[config.mk]
export PLATFORM = sky130hd
export DESIGN_NAME = coin_feeder
export DESIGN_NICKNAME = d
export VERILOG_FILES = /design/src/rtl/vend_pkg.sv /design/src/rtl/cycle_timer.sv /design/src/rtl/coin_feeder.sv
export SDC_FILE = /design/constraint.sdc
export NUM_CORES = 1
export LEC_CHECK = 0
export BUFFER_PORTS_ARGS = -buffer_cell sky130_fd_sc_hd__buf_2
export CAP_MARGIN = 20
export CORE_ASPECT_RATIO = 0.75
export CORE_MARGIN = 1.5
export CORE_UTILIZATION = 31
export DETAILED_ROUTE_END_ITERATION = 8
export PLACE_DENSITY = 0.56
export SLEW_MARGIN = 25
export SYNTH_ARGS = -nofsm -noshare
export SYNTH_HDL_FRONTEND = slang
export SYNTH_SLANG_ARGS = --single-unit
[constraint.sdc]
create_clock -name i_sysclk -period 3.4 [get_ports i_sysclk]
set_input_delay 0.51 -clock i_sysclk [delete_from_list [all_inputs] [get_ports i_sysclk]]
set_output_delay 0.51 -clock i_sysclk [all_outputs]
set_load 0.005 [all_outputs]
[src/rtl/vend_pkg.sv]
// Shared coin, result and state encodings for the coin feeder and the vending FSM.
package vend_pkg;

    localparam logic [1:0] COIN_END  = 2'b00;
    localparam logic [1:0] COIN_HALF = 2'b01;
    localparam logic [1:0] COIN_ONE  = 2'b10;

    localparam logic [1:0] RES_NONE   = 2'b00;
    localparam logic [1:0] RES_COLA   = 2'b01;
    localparam logic [1:0] RES_CHANGE = 2'b11;

    typedef enum logic [4:0] {
        ST_IDLE = 5'b00001,
        ST_SEND = 5'b00010,
        ST_GAP  = 5'b00100,
        ST_WAIT = 5'b01000,
        ST_DONE = 5'b10000
    } feeder_state_t;

    // 11 is treated as an end marker, same as 00.
    function automatic logic is_coin(input logic [1:0] code);
        return (code == COIN_HALF) || (code == COIN_ONE);
    endfunction

endpackage

[src/rtl/cycle_timer.sv]
// Loadable down-counter with a zero flag; a load always wins over a decrement.
module cycle_timer #(
    parameter int W = 5
) (
    input  logic         i_sysclk,
    input  logic         i_sysrst_n,
    input  logic         i_load,
    input  logic [W-1:0] i_load_val,
    input  logic         i_dec,
    output logic         o_zero
);

    logic [W-1:0] cnt;

    always_ff @(posedge i_sysclk or negedge i_sysrst_n) begin
        if (!i_sysrst_n)
            cnt <= '0;
        else if (i_load)
            cnt <= i_load_val;
        else if (i_dec && (cnt != '0))
            cnt <= cnt - 1'b1;
    end

    assign o_zero = (cnt == '0);

endmodule

[src/rtl/coin_feeder.sv]
// Replays a programmed coin pattern into the vending FSM and reports the outcome.
module coin_feeder
    import vend_pkg::*;
#(
    parameter int GAP_CYCLES = 2,
    parameter int TIMEOUT    = 16,
    parameter int CNT_W      = 16
) (
    input  logic             i_sysclk,
    input  logic             i_sysrst_n,
    input  logic             i_start,
    input  logic [7:0]       i_pattern,
    input  logic             i_cola,
    input  logic             i_change,
    output logic             o_money_one,
    output logic             o_money_half,
    output logic             o_busy,
    output logic             o_done,
    output logic [1:0]       o_result,
    output logic             o_timeout,
    output logic [2:0]       o_coins_sent,
    output logic [CNT_W-1:0] o_cola_cnt
);

    localparam int MAXV = (GAP_CYCLES > TIMEOUT) ? GAP_CYCLES : TIMEOUT;
    localparam int TW   = $clog2(MAXV + 1);
    // The timer is loaded with N-1 so that a phase ends on the cycle it reads zero.
    localparam logic [TW-1:0] GAP_LOAD  = TW'(GAP_CYCLES - 1);
    localparam logic [TW-1:0] WAIT_LOAD = TW'(TIMEOUT - 1);

    feeder_state_t state;
    logic [7:0]    pat_q;
    logic          tmr_load;
    logic [TW-1:0] tmr_val;
    logic          tmr_dec;
    logic          tmr_zero;
    logic          go_send;

    assign go_send = is_coin(pat_q[1:0]) && (o_coins_sent < 3'd4);

    always_comb begin
        tmr_load = 1'b0;
        tmr_val  = GAP_LOAD;
        tmr_dec  = (state == ST_GAP) || (state == ST_WAIT);
        if (state == ST_SEND) begin
            tmr_load = 1'b1;
        end else if ((state == ST_GAP) && !i_cola && tmr_zero && !go_send) begin
            tmr_load = 1'b1;
            tmr_val  = WAIT_LOAD;
        end
    end

    cycle_timer #(.W(TW)) u_timer (
        .i_sysclk   (i_sysclk),
        .i_sysrst_n (i_sysrst_n),
        .i_load     (tmr_load),
        .i_load_val (tmr_val),
        .i_dec      (tmr_dec),
        .o_zero     (tmr_zero)
    );

    always_ff @(posedge i_sysclk or negedge i_sysrst_n) begin
        if (!i_sysrst_n) begin
            state        <= ST_IDLE;
            pat_q        <= '0;
            o_money_one  <= 1'b0;
            o_money_half <= 1'b0;
            o_busy       <= 1'b0;
            o_done       <= 1'b0;
            o_result     <= RES_NONE;
            o_timeout    <= 1'b0;
            o_coins_sent <= '0;
            o_cola_cnt   <= '0;
        end else begin
            o_money_one  <= 1'b0;
            o_money_half <= 1'b0;
            o_done       <= 1'b0;
            case (state)
                ST_IDLE: begin
                    if (i_start && is_coin(i_pattern[1:0])) begin
                        pat_q        <= i_pattern;
                        o_coins_sent <= '0;
                        o_result     <= RES_NONE;
                        o_timeout    <= 1'b0;
                        o_busy       <= 1'b1;
                        o_money_half <= (i_pattern[1:0] == COIN_HALF);
                        o_money_one  <= (i_pattern[1:0] == COIN_ONE);
                        state        <= ST_SEND;
                    end
                end
                ST_SEND: begin
                    o_coins_sent <= o_coins_sent + 3'd1;
                    pat_q        <= {2'b00, pat_q[7:2]};
                    state        <= ST_GAP;
                end
                ST_GAP: begin
                    // A cola here means the price is already met: drop the remaining slots.
                    if (i_cola) begin
                        o_result <= i_change ? RES_CHANGE : RES_COLA;
                        o_done   <= 1'b1;
                        if (o_cola_cnt != '1)
                            o_cola_cnt <= o_cola_cnt + 1'b1;
                        state <= ST_DONE;
                    end else if (tmr_zero) begin
                        if (go_send) begin
                            o_money_half <= (pat_q[1:0] == COIN_HALF);
                            o_money_one  <= (pat_q[1:0] == COIN_ONE);
                            state        <= ST_SEND;
                        end else begin
                            state <= ST_WAIT;
                        end
                    end
                end
                ST_WAIT: begin
                    if (i_cola) begin
                        o_result <= i_change ? RES_CHANGE : RES_COLA;
                        o_done   <= 1'b1;
                        if (o_cola_cnt != '1)
                            o_cola_cnt <= o_cola_cnt + 1'b1;
                        state <= ST_DONE;
                    end else if (tmr_zero) begin
                        o_result  <= RES_NONE;
                        o_timeout <= 1'b1;
                        o_done    <= 1'b1;
                        state     <= ST_DONE;
                    end
                end
                ST_DONE: begin
                    o_busy <= 1'b0;
                    state  <= ST_IDLE;
                end
                default: begin
                    o_busy <= 1'b0;
                    state  <= ST_IDLE;
                end
            endcase
        end
    end

endmodule

==> out/qor.yml <==
outcome:
  status: "complete, no violations"
cells_and_area:
  ff_latch_area_um2: 1100
  post_route_cells_drive_above_1_share: 0.218
  final_cell_mix: "dfrtp_1 (43), buf_2 (37), nand2_1 (17)"
  multiInputGateArea_um2: 1030
  nFillCells: 709
  area_delta_synth_final_pct: 16.5
  layout_commonest_cell: "dfrtp_1"
  fin_util: 0.376
  insertedDiodeCount: 0
  final_nets: 276
logic_synthesis:
  avgSynthCellArea_um2: 10.2
  yosys_warnings: 0
  syn_area_um2: 2200
  synth-seq-area-share: 0.501
  ys.flop_type: "dfrtp_1"
  syn-instance-count: 216
  synthArstFlopShare: 1.00
  synth_nets: 236
  synth-edff-count: 0
  ys_ff_latch: 44
  synth_cell_type_count: 48
route:
  wirelength_um: 4770
  drt_iter0_markers: 80
  avgViaCountPerCell: 5.11
  wl_per_cell_um: 14.0
  dr.pass1.iters: 4
  antenna_left: 0
  vias: 1743
  drcViolationCount: 0
sta:
  final.setup.tns_ns: 0
  tightest_slew_ns: 0.839
  finalCritPeriodShare: 0.686
  relSlewSlack: 0.433
  hold_viol_final: 0
  max_freq_mhz: 429
  rsz0062_at_grt: "no"
  min_period_ns: 2.33
  finalMaxSlewViolations: 0
  final.setup_skew_ns: 0.00838
  setup_viol: 0
worst_setup_path:
  crit_fanout: 6
  crit_path_end_kind: "flop"
  cp.required_ns: 3.58
  arrival_ns: 2.51
  criticalPathCategory: "flop to flop"
  rrSetupSlack_ns: 1.07
  crit_path_start_kind: "flop"
  worst-r2r-cell-count: 4
power_and_ir_drop:
  max-vdd-ir-drop_mv: 0.284
  p_total_w: 0.00156
  power_density_nw_per_um2: 608
  p_leak_nw: 1.22
clock_network:
  post-cts-setup-buffers: 0
  hold_buffers: 0
  cts_tree: "done"
  numCtsBuffers: 5
  htreeDepth: 2
  insertion_delay_ns: 0.29
  cts_buffer_depth: 2
  clock-sinks: 44
  cts_resized: 0
  clk_pin_slew_ns: 0.08
  cts_root_buffer: "clkbuf_8"
placed_design:
  gp_congestion: 0.892
  io_buffers: 38
  post-dp-hpwl_um: 3500
floorplan:
  start_util: 0.322
  core_um2: 6830
  die_y_um: 76.0
  ios: 39
  dieArea_um2: 7620
  dieWidth_um: 100
  fp-row-count: 26
worst_hold_path:
  hp-class: "primary input to async pin"
global_routing:
  grt_pass1_wl_um: 8050
  grtUsageTotal: 0.133
  grt_antenna_before_repair: 0
  overflow: 0
  grt_pass1_vias: 1618
  grt_max_degree: 45
job:
  drv_cap: 0
## layer usage
layer  wire length, um  track usage  share of wire
met5                 0            0              0
met4                37       0.0507         0.0078
met3               255       0.0339          0.053
met2              1930        0.173           0.41
met1              2540        0.208           0.53
## through the flow
step                      cells  worst slack [ns]  hold WS [ns]  area (um2)
after floorplan             216              1.39         0.214        2200
after global routing        341             0.862         0.244        2570
after detailed placement    333              1.05         0.474        2480
final                       341              1.07         0.213        2570
after CTS                   341              1.05         0.231        2570
after global placement      333              1.13         0.466        2470
## cells in the mapped netlist (2+ instances only)
| cell type | n | area share |
|---|---|---|
| xor2_1 | 12 | 0.048 |
| nor4_1 | 4 | 0.011 |
| a22o_1 | 2 | 0.0080 |
| nand4_1 | 7 | 0.020 |
| inv_1 | 11 | 0.019 |
| nor4b_1 | 3 | 0.012 |
| nand2b_1 | 3 | 0.0085 |
| a31oi_1 | 8 | 0.023 |
| nor3_1 | 12 | 0.027 |
| clkbuf_1 | 4 | 0.0068 |
| o21ai_0 | 2 | 0.0045 |
| o22ai_1 | 2 | 0.0057 |
| or2_2 | 4 | 0.011 |
| nand3_1 | 16 | 0.036 |
| nor2b_1 | 2 | 0.0057 |
| dfrtp_1 | 43 | 0.49 |
| o21a_1 | 3 | 0.010 |
| ha_1 | 7 | 0.040 |
| nand2_1 | 17 | 0.029 |
| or3_1 | 5 | 0.014 |
| o211ai_1 | 3 | 0.010 |
| xnor2_1 | 7 | 0.028 |
| nor2_1 | 12 | 0.020 |
| o22a_1 | 3 | 0.012 |
## sequential cells by signal, indices dropped and copies added, names as in the netlist
register / cells
o_cola_cnt: 16
pat_q: 8
state: 5
u_timer.cnt: 5
o_coins_sent: 3
o_result: 2
o_busy: 1
o_done: 1
o_money_half: 1
o_money_one: 1
o_timeout: 1
## path summary, 6_finish.rpt
path | from | end
worst max-delay path | state[0]$_DFFE_PN1P_ | o_result[1]$_DFFE_PN0P_
worst min-delay path | i_sysrst_n | o_cola_cnt[14]$_DFFE_PN0P_
worst max register to register | state[0]$_DFFE_PN1P_ | o_result[1]$_DFFE_PN0P_
worst min register to register | o_result[0]$_DFFE_PN0P_ | o_result[0]$_DFFE_PN0P_
max in group asynchronous | i_sysrst_n | state[0]$_DFFE_PN1P_
min in group i_sysclk | i_pattern[7] | pat_q[7]$_DFFE_PN0P_
## logic make-up (layout without fill, tap and decap cells)
family | after synthesis | after routing | synth area share
adder cells (fa/ha/maj) | 7 | 7 | 0.0398
buffers and inverters | 17 | 58 | 0.0330
AND/OR/NAND/NOR | 97 | 97 | 0.244
flip-flops | 44 | 44 | 0.501
XOR/XNOR | 19 | 19 | 0.0756
AO/OA/AOI/OAI | 31 | 31 | 0.102
multiplexers | 1 | 1 | 0.00511
## power breakdown
| group | total [W] | leakage (nW) | internal (W) | switching (W) |
|---|---|---|---|---|
| Combinational | 0.000476 | 0.606 | 0.000210 | 0.000266 |
| Sequential | 0.000746 | 0.570 | 0.000648 | 0.0000980 |
| Clock | 0.000338 | 0.0455 | 0.000166 | 0.000172 |
| Total | 0.00156 | 1.22 | 0.00102 | 0.000535 |
## critical path, cell delays in order (launching register included)
cell and delay, ns:
dfstp_2 0.57, or3b_2 0.50, nor3_1 0.67, o211ai_1 0.26, a22o_1 0.22
## layout make-up
type | instances | share of cell area
Clock buffer | 8 | 0.0351
Inverter | 11 | 0.0161
Multi-Input combinational cell | 155 | 0.400
Sequential cell | 44 | 0.430
Tap cell | 84 | 0.0410
Timing Repair Buffer | 39 | 0.0780
Note: power is estimated with default switching activity, not from simulation.
